`src/rtl/mmio_bigreg_stager_if.sv`:
```
`default_nettype none
// ============================================================================
// Module      : mmio_bigreg_stager_if
// Description : Bundle between mem_map decode / consuming RTL (master side)
//               and the big-register stager (slave side).
// Revision    : 1.0 - initial release
// ============================================================================
interface mmio_bigreg_stager_if #(
    parameter int WD_DATA_WIDTH = 16,
    parameter int BIG_WIDTH     = 256,
    parameter int DEPTH         = 4
);
    localparam int c_SAMPLES = BIG_WIDTH / WD_DATA_WIDTH;
    localparam int c_IDXW    = $clog2(c_SAMPLES + 1);
    localparam int c_CNTW    = $clog2(DEPTH + 1);

    logic                     ps_wr_en;
    logic [c_IDXW-1:0]        ps_wr_idx;
    logic [WD_DATA_WIDTH-1:0] ps_wr_data;
    logic [1:0]               ps_wr_resp;
    logic                     ps_wr_resp_vld;
    logic                     ps_rd_en;
    logic [c_IDXW-1:0]        ps_rd_idx;
    logic [WD_DATA_WIDTH-1:0] ps_rd_data;
    logic                     ps_rd_vld;
    logic [BIG_WIDTH-1:0]     rtl_data;
    logic                     rtl_valid;
    logic                     rtl_ready;
    logic [c_SAMPLES-1:0]     fresh_mask;
    logic [c_CNTW-1:0]        fifo_count;

    // PS decode plus the consuming RTL block
    modport master (
        output ps_wr_en, ps_wr_idx, ps_wr_data, ps_rd_en, ps_rd_idx, rtl_ready,
        input  ps_wr_resp, ps_wr_resp_vld, ps_rd_data, ps_rd_vld,
        input  rtl_data, rtl_valid, fresh_mask, fifo_count
    );

    // The stager itself
    modport slave (
        input  ps_wr_en, ps_wr_idx, ps_wr_data, ps_rd_en, ps_rd_idx, rtl_ready,
        output ps_wr_resp, ps_wr_resp_vld, ps_rd_data, ps_rd_vld,
        output rtl_data, rtl_valid, fresh_mask, fifo_count
    );
endinterface
`default_nettype wire

```
`src/rtl/mmio_bigreg_stager.sv`:
```
`default_nettype none
// ============================================================================
// Module      : mmio_bigreg_stager
// Description : Assembles WD_DATA_WIDTH chunks written by the PS into a
//               BIG_WIDTH staging register; a write to index SAMPLES commits
//               the staged value into a commit FIFO for the RTL consumer.
//               Optional macro BIGREG_PARTIAL_COMMIT_EN: commit does not
//               require every chunk to be freshly written.
// Revision    : 1.0 - initial release
// ============================================================================
module mmio_bigreg_stager #(
    parameter int WD_DATA_WIDTH = 16,
    parameter int BIG_WIDTH     = 256,
    parameter int DEPTH         = 4
) (
    input  wire logic           clk,
    input  wire logic           rst_n,
    mmio_bigreg_stager_if.slave bus
);
    localparam int c_SAMPLES = BIG_WIDTH / WD_DATA_WIDTH;
    localparam int c_IDXW    = $clog2(c_SAMPLES + 1);
    localparam int c_CNTW    = $clog2(DEPTH + 1);
    localparam int c_PTRW    = (DEPTH > 1) ? $clog2(DEPTH) : 1;

    localparam logic [1:0] c_RESP_OKAY   = 2'b00;
    localparam logic [1:0] c_RESP_SLVERR = 2'b10;
    localparam logic [1:0] c_RESP_DECERR = 2'b11;

    // Out-of-range read pattern (16'hFFFE at the default width)
    localparam logic [WD_DATA_WIDTH-1:0] c_RD_BAD = {{(WD_DATA_WIDTH-1){1'b1}}, 1'b0};
    localparam logic [c_IDXW-1:0]        c_VALID_IDX = c_IDXW'(c_SAMPLES);

    logic [BIG_WIDTH-1:0]     r_staging;
    logic [c_SAMPLES-1:0]     r_fresh;
    logic [BIG_WIDTH-1:0]     r_mem [DEPTH];
    logic [c_PTRW-1:0]        r_wptr;
    logic [c_PTRW-1:0]        r_rptr;
    logic [c_CNTW-1:0]        r_count;
    logic [1:0]               r_wr_resp;
    logic                     r_wr_resp_vld;
    logic [WD_DATA_WIDTH-1:0] r_rd_data;
    logic                     r_rd_vld;

    logic                     w_chunk_wr;
    logic                     w_valid_wr;
    logic                     w_complete;
    logic                     w_room;
    logic                     w_push;
    logic                     w_pop;
    logic [1:0]               w_wr_resp;
    logic [WD_DATA_WIDTH-1:0] w_rd_data;
    logic [WD_DATA_WIDTH-1:0] w_chunk [c_SAMPLES];

    function automatic logic [c_PTRW-1:0] f_ptr_inc(input logic [c_PTRW-1:0] p);
        return (p == c_PTRW'(DEPTH - 1)) ? '0 : p + 1'b1;
    endfunction

    // Chunk view of the staging register for the read mux
    for (genvar gi = 0; gi < c_SAMPLES; gi++) begin : g_chunk_view
        assign w_chunk[gi] = r_staging[gi*WD_DATA_WIDTH +: WD_DATA_WIDTH];
    end

    assign w_pop      = (r_count != '0) && bus.rtl_ready;
    assign w_chunk_wr = bus.ps_wr_en && (bus.ps_wr_idx < c_VALID_IDX);
    assign w_valid_wr = bus.ps_wr_en && (bus.ps_wr_idx == c_VALID_IDX);
`ifdef BIGREG_PARTIAL_COMMIT_EN
    assign w_complete = 1'b1;
`else
    assign w_complete = &r_fresh;
`endif
    // A same-cycle pop frees the slot a full FIFO needs
    assign w_room     = (r_count < c_CNTW'(DEPTH)) || w_pop;
    assign w_push     = w_valid_wr && w_complete && w_room;

    // Write response decode: chunk OKAY, commit OKAY/SLVERR, anything else DECERR
    always_comb begin
        w_wr_resp = c_RESP_DECERR;
        if (w_chunk_wr) begin
            w_wr_resp = c_RESP_OKAY;
        end else if (w_valid_wr) begin
            w_wr_resp = w_push ? c_RESP_OKAY : c_RESP_SLVERR;
        end
    end

    // Read mux: staging chunk, queued count, or the out-of-range pattern
    always_comb begin
        w_rd_data = c_RD_BAD;
        if (bus.ps_rd_idx == c_VALID_IDX) begin
            w_rd_data = WD_DATA_WIDTH'(r_count);
        end else begin
            for (int i = 0; i < c_SAMPLES; i++) begin
                if (bus.ps_rd_idx == c_IDXW'(i)) begin
                    w_rd_data = w_chunk[i];
                end
            end
        end
    end

    // Staging register and fresh mask; staging survives a commit
    always_ff @(posedge clk) begin
        if (!rst_n) begin
            r_staging <= '0;
            r_fresh   <= '0;
        end else if (w_chunk_wr) begin
            for (int i = 0; i < c_SAMPLES; i++) begin
                if (bus.ps_wr_idx == c_IDXW'(i)) begin
                    r_staging[i*WD_DATA_WIDTH +: WD_DATA_WIDTH] <= bus.ps_wr_data;
                    r_fresh[i]                                  <= 1'b1;
                end
            end
        end else if (w_push) begin
            r_fresh <= '0;
        end
    end

    // Registered write response and read data, zero when not strobed
    always_ff @(posedge clk) begin
        if (!rst_n) begin
            r_wr_resp     <= '0;
            r_wr_resp_vld <= 1'b0;
            r_rd_data     <= '0;
            r_rd_vld      <= 1'b0;
        end else begin
            r_wr_resp     <= bus.ps_wr_en ? w_wr_resp : 2'b00;
            r_wr_resp_vld <= bus.ps_wr_en;
            r_rd_data     <= bus.ps_rd_en ? w_rd_data : '0;
            r_rd_vld      <= bus.ps_rd_en;
        end
    end

    // Commit FIFO storage; contents are masked by rtl_valid so need no reset
    always_ff @(posedge clk) begin
        if (w_push) begin
            r_mem[r_wptr] <= r_staging;
        end
    end

    // Commit FIFO pointers and occupancy
    always_ff @(posedge clk) begin
        if (!rst_n) begin
            r_wptr  <= '0;
            r_rptr  <= '0;
            r_count <= '0;
        end else begin
            if (w_push) begin
                r_wptr <= f_ptr_inc(r_wptr);
            end
            if (w_pop) begin
                r_rptr <= f_ptr_inc(r_rptr);
            end
            case ({w_push, w_pop})
                2'b10:   r_count <= r_count + 1'b1;
                2'b01:   r_count <= r_count - 1'b1;
                default: r_count <= r_count;
            endcase
        end
    end

    assign bus.rtl_valid      = (r_count != '0);
    assign bus.rtl_data       = bus.rtl_valid ? r_mem[r_rptr] : '0;
    assign bus.fresh_mask     = r_fresh;
    assign bus.fifo_count     = r_count;
    assign bus.ps_wr_resp     = r_wr_resp;
    assign bus.ps_wr_resp_vld = r_wr_resp_vld;
    assign bus.ps_rd_data     = r_rd_data;
    assign bus.ps_rd_vld      = r_rd_vld;
endmodule
`default_nettype wire

```
`src/flat_wrapper.sv`:
```
// flat-port wrapper written by rule: the top's interface ports become plain ports
module mmio_bigreg_stager_flat 
#(
    parameter int WD_DATA_WIDTH = 16,
    parameter int BIG_WIDTH     = 256,
    parameter int DEPTH         = 4
)
  (clk, rst_n, bus_ps_wr_en, bus_ps_wr_idx, bus_ps_wr_data, bus_ps_rd_en, bus_ps_rd_idx, bus_rtl_ready, bus_ps_wr_resp, bus_ps_wr_resp_vld, bus_ps_rd_data, bus_ps_rd_vld, bus_rtl_data, bus_rtl_valid, bus_fresh_mask, bus_fifo_count);
  mmio_bigreg_stager_if #(.WD_DATA_WIDTH(WD_DATA_WIDTH), .BIG_WIDTH(BIG_WIDTH), .DEPTH(DEPTH)) bus_i ();
  input  wire logic clk;
  input  wire logic rst_n;
  input wire logic [$bits(bus_i.ps_wr_en)-1:0] bus_ps_wr_en;
  input wire logic [$bits(bus_i.ps_wr_idx)-1:0] bus_ps_wr_idx;
  input wire logic [$bits(bus_i.ps_wr_data)-1:0] bus_ps_wr_data;
  input wire logic [$bits(bus_i.ps_rd_en)-1:0] bus_ps_rd_en;
  input wire logic [$bits(bus_i.ps_rd_idx)-1:0] bus_ps_rd_idx;
  input wire logic [$bits(bus_i.rtl_ready)-1:0] bus_rtl_ready;
  output wire logic [$bits(bus_i.ps_wr_resp)-1:0] bus_ps_wr_resp;
  output wire logic [$bits(bus_i.ps_wr_resp_vld)-1:0] bus_ps_wr_resp_vld;
  output wire logic [$bits(bus_i.ps_rd_data)-1:0] bus_ps_rd_data;
  output wire logic [$bits(bus_i.ps_rd_vld)-1:0] bus_ps_rd_vld;
  output wire logic [$bits(bus_i.rtl_data)-1:0] bus_rtl_data;
  output wire logic [$bits(bus_i.rtl_valid)-1:0] bus_rtl_valid;
  output wire logic [$bits(bus_i.fresh_mask)-1:0] bus_fresh_mask;
  output wire logic [$bits(bus_i.fifo_count)-1:0] bus_fifo_count;
  assign bus_i.ps_wr_en = bus_ps_wr_en;
  assign bus_i.ps_wr_idx = bus_ps_wr_idx;
  assign bus_i.ps_wr_data = bus_ps_wr_data;
  assign bus_i.ps_rd_en = bus_ps_rd_en;
  assign bus_i.ps_rd_idx = bus_ps_rd_idx;
  assign bus_i.rtl_ready = bus_rtl_ready;
  assign bus_ps_wr_resp = bus_i.ps_wr_resp;
  assign bus_ps_wr_resp_vld = bus_i.ps_wr_resp_vld;
  assign bus_ps_rd_data = bus_i.ps_rd_data;
  assign bus_ps_rd_vld = bus_i.ps_rd_vld;
  assign bus_rtl_data = bus_i.rtl_data;
  assign bus_rtl_valid = bus_i.rtl_valid;
  assign bus_fresh_mask = bus_i.fresh_mask;
  assign bus_fifo_count = bus_i.fifo_count;
  mmio_bigreg_stager #(.WD_DATA_WIDTH(WD_DATA_WIDTH), .BIG_WIDTH(BIG_WIDTH), .DEPTH(DEPTH)) u_core (.clk(clk), .rst_n(rst_n), .bus(bus_i));
endmodule
```
`config.mk`:
```
export PLATFORM = sky130hd
export DESIGN_NAME = mmio_bigreg_stager_flat
export DESIGN_NICKNAME = d
export VERILOG_FILES = /design/src/rtl/mmio_bigreg_stager_if.sv /design/src/rtl/mmio_bigreg_stager.sv /design/src/flat_wrapper.sv
export SDC_FILE = /design/constraint.sdc
export NUM_CORES = 2
export LEC_CHECK = 0
export ABC_AREA = 1
export BUFFER_PORTS_ARGS = -buffer_cell sky130_fd_sc_hd__buf_2
export CORE_MARGIN = 5
export CORE_UTILIZATION = 40
export CTS_BUF_LIST = sky130_fd_sc_hd__clkbuf_4 sky130_fd_sc_hd__clkbuf_8
export CTS_CLUSTER_SIZE = 20
export DETAILED_ROUTE_END_ITERATION = 12
export PLACE_DENSITY = 0.63
export SYNTH_ARGS = -nofsm -noshare
export SYNTH_HDL_FRONTEND = slang
export SYNTH_SLANG_ARGS = --single-unit
```
`constraint.sdc`:
```
create_clock -name clk -period 20.4 [get_ports clk]
set_input_delay 4.08 -clock clk [delete_from_list [all_inputs] [get_ports clk]]
set_output_delay 4.08 -clock clk [all_outputs]
set_load 0.02 [all_outputs]
```
; Word level (Yosys, flattened, before mapping)
; Memory sizes are Yosys's and may differ from the RTL's. A register that Yosys moved wholly into a read port is not among the register bits.
; Index checks and enable logic that the tools add are counted.
[totals]
input_bits = 31
ramBits = 1024
mem_count = 1
regBits = 299
out_inout_bits = 296
elab_cells = 194
[classes]
eq_ne = 52
n_mux = 45
n_bitwise = 3
n_addsub = 4
magnitude_cmp = 2
n_reduce_logical = 47
[memory_table]
columns = memory, words, word_bits, rd, rd_ports_with_merged_regs, wr, line
row1 = u_core.r_mem, 4, 256, 1, 1, 1, mmio_bigreg_stager.sv:35  ; logic [BIG_WIDTH-1:0] r_mem [DEPTH];
[ops]
columns = operator, n
row1 = $mux W16, 18
row2 = $mux W256, 1
row3 = $eq A5 B4 Y1 const B, 16
row4 = $reduce_and A2 Y1, 33
row5 = $eq A5 B3 Y1 const B, 8
row6 = $ne A2 B2 Y1 const B, 16
row7 = $eq A5 B2 Y1 const B, 4
row8 = $mux W1, 18
row9 = $reduce_and A16 Y1, 1
row10 = $mux W2, 6
row11 = $eq A5 B1 Y1 const B, 2
row12 = $eq A5 B5 Y1 const B, 2
row13 = $logic_not A5 Y1, 2
row14 = $eq A2 B2 Y1 const B, 3
row15 = $pmux W3 S2, 1
row16 = $reduce_or A3 Y1, 2
row17 = $logic_and A1 B1 Y1, 5
row18 = $lt A5 B5 Y1 const B, 1
row19 = $add A2 B1 Y2 const B, 2
row20 = $reduce_bool A2 Y1, 2
row21 = $add A3 B1 Y3 const B, 1
row22 = $lt A3 B3 Y1 const B, 1
row23 = $mux W3, 1
row24 = $not A1 Y1, 3
row25 = other kinds (4), 4

; Longest topological paths before layout
[logic_depth]
word_depth = 18
ltp_mapped = 15

; Least setup slack after synthesis
; OpenSTA, ideal clock, no wires.
[synth_timing]
path_type = in2reg
startpoint = input bus_ps_wr_idx[3]
endpoint = memory u_core.r_mem[0][0], enable pin
setup_slack_ps = 3994
t_arrival_ps = 15529
n_path_buf = 1
stages = 6
path_cell_list = nor2_1 -> nand3_1 -> nor2_1 -> o2111ai_2 -> buf_2 -> nor2_1
[synth_via]
elab_chain_len = 6
[synth_rtl]
columns = element, line
row1 = from (decl), flat_wrapper.sv:13  ; input wire logic [$bits(bus_i.ps_wr_idx)-1:0] bus_ps_wr_idx;
row2 = $eq A5 B5 Y1, mmio_bigreg_stager.sv:65  ; assign w_valid_wr = bus.ps_wr_en && (bus.ps_wr_idx == c_VALID_IDX);
row3 = $logic_and A1 B1 Y1, mmio_bigreg_stager.sv:65
row4 = $logic_and A1 B1 Y1 (2 in a row), mmio_bigreg_stager.sv:73  ; assign w_push = w_valid_wr && w_complete && w_room;
row5 = $mux W1, mmio_bigreg_stager.sv:133  ; if (w_push) begin
row6 = $mux W1 (implied by the code), mmio_bigreg_stager.sv:134  ; r_mem[r_wptr] <= r_staging;
row7 = to (decl), mmio_bigreg_stager.sv:35
; Every way passes these cells.

==> impl_results.html <==
<table>
<tr><th>Metric</th><th>Value</th></tr>
<tr><th colspan="2">Timing</th></tr>
<tr><td>Final count of pins violating max slew</td><td>0</td></tr>
<tr><td>Worst Clk Skew</td><td>0.03171 ns</td></tr>
<tr><td>Setup Viol. Count Final</td><td>0</td></tr>
<tr><td>Worst hold slack</td><td>0.4627 ns</td></tr>
<tr><td>Final worst-path cycle share</td><td>0.4414</td></tr>
<tr><td>Highest attainable clock frequency</td><td>0.1111 GHz</td></tr>
<tr><td>Unrepaired setup endpoints after global routing</td><td>no</td></tr>
<tr><td>Setup TNS Final</td><td>0 ns</td></tr>
<tr><td>Actual slew at the worst max-slew pin</td><td>1.340 ns</td></tr>
<tr><td>Shortest clock period the worst path allows after layout</td><td>9.005 ns</td></tr>
<tr><td>Number of hold violations in the final report</td><td>0</td></tr>
<tr><td>Relative max-transition margin</td><td>0.1064</td></tr>
<tr><th colspan="2">Global routing</th></tr>
<tr><td>Pin count of the biggest net entering global routing</td><td>205</td></tr>
<tr><td>Total congestion overflow after global routing</td><td>0</td></tr>
<tr><td>Wire length of the first global-routing pass</td><td>232400 µm</td></tr>
<tr><td>Total GRT Usage</td><td>0.2287</td></tr>
<tr><td>Number of global-route vias before repair</td><td>33993</td></tr>
<tr><td>Antenna violations before repair</td><td>23</td></tr>
<tr><th colspan="2">Detailed routing</th></tr>
<tr><td>Post-route DRC violation count</td><td>0</td></tr>
<tr><td>Overall via count from detail_route</td><td>37620</td></tr>
<tr><td>Wirelength per Cell</td><td>23.29 µm</td></tr>
<tr><td>Post-route ant nets</td><td>0</td></tr>
<tr><td>Iteration-0 DRC Markers</td><td>4662</td></tr>
<tr><td>WL final</td><td>163200 µm</td></tr>
<tr><td>Routed via count divided by cell count</td><td>5.367</td></tr>
<tr><td>DRT Pass-1 Iters</td><td>5</td></tr>
<tr><th colspan="2">Critical path</th></tr>
<tr><td>Maximum net fanout on the critical path</td><td>183</td></tr>
<tr><td>Crit Path Category</td><td>flip-flop to output pin</td></tr>
<tr><td>CP dominant cell by count</td><td>sky130_fd_sc_hd__buf_4</td></tr>
<tr><td>Library cell contributing the largest single delay on the critical path</td><td>sky130_fd_sc_hd__buf_4</td></tr>
<tr><td>CP Data Required Time</td><td>16.32 ns</td></tr>
<tr><td>Crit path largest cell delay</td><td>0.93 ns</td></tr>
<tr><td>Critical path's top delay family</td><td>buffers and inverters</td></tr>
<tr><td>Critical Path Start Type</td><td>flip-flop</td></tr>
<tr><td>RR Startpoint</td><td>u_core.bus.fifo_count[2]$_SDFFE_PN0P_</td></tr>
<tr><td>Sum of buffers and inverters on the critical path</td><td>4</td></tr>
<tr><td>Kind of capture point of the worst setup path</td><td>output pin</td></tr>
<tr><td>Worst setup slack for register-to-register paths</td><td>15.27 ns</td></tr>
<tr><td>Ordered list of cells on the worst path</td><td>inv_8 -&gt; buf_4 -&gt; buf_4 -&gt; o21ai_0 -&gt; a21oi_1 -&gt; buf_2</td></tr>
<tr><td>Arr. time, crit path</td><td>4.92 ns</td></tr>
<tr><th colspan="2">CTS</th></tr>
<tr><td>Sink count of the clock tree</td><td>1325</td></tr>
<tr><td>Post-CTS setup buffer count</td><td>0</td></tr>
<tr><td>Buffer cell driving the clock tree root</td><td>sky130_fd_sc_hd__clkbuf_8</td></tr>
<tr><td>Deepest clock path buffer count</td><td>3</td></tr>
<tr><td>Quantity of hold-fixing buffers added after cts</td><td>0</td></tr>
<tr><td>Clk pin slew, worst setup/hold paths</td><td>0.07 ns</td></tr>
<tr><td>TritonCTS clock tree</td><td>done</td></tr>
<tr><td>H-tree level count</td><td>4</td></tr>
<tr><td>TritonCTS Buffers</td><td>207</td></tr>
<tr><td>Clock insertion delay at the later pin of the skew report</td><td>0.93 ns</td></tr>
<tr><td>Post-cts resize count</td><td>0</td></tr>
<tr><th colspan="2">Yosys</th></tr>
<tr><td>Register bit total from synthesis</td><td>1325</td></tr>
<tr><td>Net Count, Synth</td><td>4857</td></tr>
<tr><td>Ys Warns</td><td>0</td></tr>
<tr><td>Synthesized instance count</td><td>4819</td></tr>
<tr><td>Sequential share of the synthesized area</td><td>0.7064</td></tr>
<tr><td>Count of cell types in the netlist</td><td>33</td></tr>
<tr><td>Synthesized area per cell</td><td>10.80 µm²</td></tr>
<tr><td>Post-synthesis cell area</td><td>52060 µm²</td></tr>
<tr><th colspan="2">Layout</th></tr>
<tr><td>Total area of sequential cells</td><td>36780 µm²</td></tr>
<tr><td>Share of the core filled with cells</td><td>0.4593</td></tr>
<tr><td>Fraction of final layout cells with drive strength greater than 1</td><td>0.1515</td></tr>
<tr><td>Multi-input gate area</td><td>13290 µm²</td></tr>
<tr><td>Area growth syn-to-layout</td><td>14.23%</td></tr>
<tr><td>Number of cells in the finished layout apart from fillers</td><td>7010</td></tr>
<tr><td>Fill count</td><td>11892</td></tr>
<tr><td>Top library cells by usage in the layout, fill and taps aside</td><td>1108 x sky130_fd_sc_hd__nor2_1, 1024 x sky130_fd_sc_hd__edfxtp_1, 723 x sky130_fd_sc_hd__o21ai_0</td></tr>
<tr><td>Final net count</td><td>5122</td></tr>
<tr><td>Commonest non-fill, non-tap cell in the layout</td><td>sky130_fd_sc_hd__nor2_1</td></tr>
<tr><th colspan="2">Floorplan</th></tr>
<tr><td>Number of placed I/O pins</td><td>327</td></tr>
<tr><td>Area of the core</td><td>129500 µm²</td></tr>
<tr><td>Die outline area</td><td>137500 µm²</td></tr>
<tr><td>Chip Height</td><td>370.8 µm</td></tr>
<tr><td>Starting density of the core</td><td>0.4021</td></tr>
<tr><td>Std-Cell Rows</td><td>132</td></tr>
<tr><td>Chip Width</td><td>370.8 µm</td></tr>
<tr><th colspan="2">Power and ir drop</th></tr>
<tr><td>Static power due to leakage</td><td>21.60 nW</td></tr>
<tr><td>Peak ir drop on the vdd network</td><td>0.05547 mV</td></tr>
<tr><td>Pwr per Cell Area</td><td>89.32 nW/µm²</td></tr>
<tr><th colspan="2">Placement</th></tr>
<tr><td>Placed insts</td><td>6617</td></tr>
<tr><td>Total of buffers placed on input and output ports</td><td>326</td></tr>
<tr><td>Half-perimeter wire length of the detailed placement result</td><td>99520 µm</td></tr>
<tr><td>Last weighted congestion value of the routability-driven placer</td><td>0.8362</td></tr>
<tr><th colspan="2">Run</th></tr>
<tr><td>Maximum capacitance violations</td><td>0</td></tr>
<tr><th colspan="2">Status</th></tr>
<tr><td>Outcome</td><td>complete, no violations</td></tr>
<tr><th colspan="2">Worst hold path</th></tr>
<tr><td>Tightest Hold Check Type</td><td>flip-flop to flip-flop</td></tr>
<tr><td>Hold path startpoint</td><td>u_core.bus.fresh_mask[0]$_SDFFE_PN0P_</td></tr>
</table>
==> through the flow <==
stage / cell area, µm² / setup slack [ns] / power, mW
2_1_floorplan: 52060 / 3.994 / 2.999
3_3_place_gp: 55130 / 12.43 / 3.061
3_5_place_dp: 55130 / 12.40 / 3.062
4_1_cts: 59450 / 11.36 / 5.338
5_1_grt: 59450 / 11.07 / 5.476
6_report: 59470 / 11.40 / 5.312
==> state kept, by name, indices dropped and copies added, names as in the netlist, named ones only <==
register                   flops
u_core.bus.ps_rd_data         16
u_core.bus.ps_wr_resp_vld      1
u_core.r_rptr                  2
u_core.r_wptr                  2
u_core.r_mem                1024
u_core.bus.fifo_count          3
u_core.r_staging             256
u_core.bus.fresh_mask         16
u_core.bus.ps_wr_resp          2
u_core.bus.ps_rd_vld           1
==> final cells by class <==
| type | count | area share |
|---|---|---|
| Multi-Input combinational cell | 2963 | 0.2235 |
| Tap cell | 1742 | 0.03665 |
| Clock buffer | 336 | 0.06682 |
| Antenna cell | 7 | 0.0002946 |
| Clock inverter | 50 | 0.005786 |
| Inverter | 205 | 0.01323 |
| Sequential cell | 1325 | 0.6185 |
| Timing Repair Buffer | 382 | 0.03518 |
==> Yosys cell counts, drive strengths merged <==
cell,count,area share
or2,10,0.0012
inv,203,0.015
buf,63,0.0057
o2111ai,1,0.00029
clkinv,2,0.00014
nor2,1124,0.082
a211oi,2,0.00029
and3,1,0.00012
o21ai,727,0.070
ha,6,0.0014
nand4,43,0.0052
o211a,1,0.00019
edfxtp,1024,0.59
a21oi,521,0.050
nand3,151,0.015
dfxtp,301,0.12
nand3b,3,0.00043
nand2,363,0.026
fa,1,0.00038
nor3,9,0.0015
clkbuf,263,0.019
==> cells by family (layout without fill, tap and decap cells) <==
logic type | count (synthesis) | in the layout | synth area share
compound gates | 1252 | 1252 | 0.1207
flops | 1325 | 1325 | 0.7064
buf+inv | 531 | 973 | 0.03944
other cells | 0 | 7 | 0
simple gates | 1704 | 1704 | 0.1316
fa+ha+maj | 7 | 7 | 0.001827
==> report_power, final <==
| group | switching, mW | leakage, nW | internal (mW) |
|---|---|---|---|
| registers | 0.0114 | 13.0 | 2.88 |
| clock network | 1.03 | 2.30 | 1.27 |
| logic | 0.0935 | 6.35 | 0.0217 |
==> worst min-delay path: stages (launching register included) <==
cell and delay, ns:
sky130_fd_sc_hd__dfxtp_1 0.32, sky130_fd_sc_hd__inv_1 0.05, sky130_fd_sc_hd__a21oi_1 0.05
==> routing by layer <==
metal	wire length [µm]	GRT usage	up-vias
met5	86	0	-
met4	4974	0.07549	14
met3	15780	0.05787	278
met2	73940	0.3485	1698
met1	68460	0.3216	18392
li1	-	-	17238
==> path summary, 6_finish.rpt <==
check                                                              to  depth (start not counted)
worst min register to register  u_core.bus.fresh_mask[0]$_SDFFE_PN0P_                          2
worst min-delay path            u_core.bus.fresh_mask[0]$_SDFFE_PN0P_                          2
worst max register to register         u_core.r_mem[3][227]$_DFFE_PP_                         12
worst max-delay path                                bus_rtl_data[132]                          6
Power figures use the tool's default switching activity.
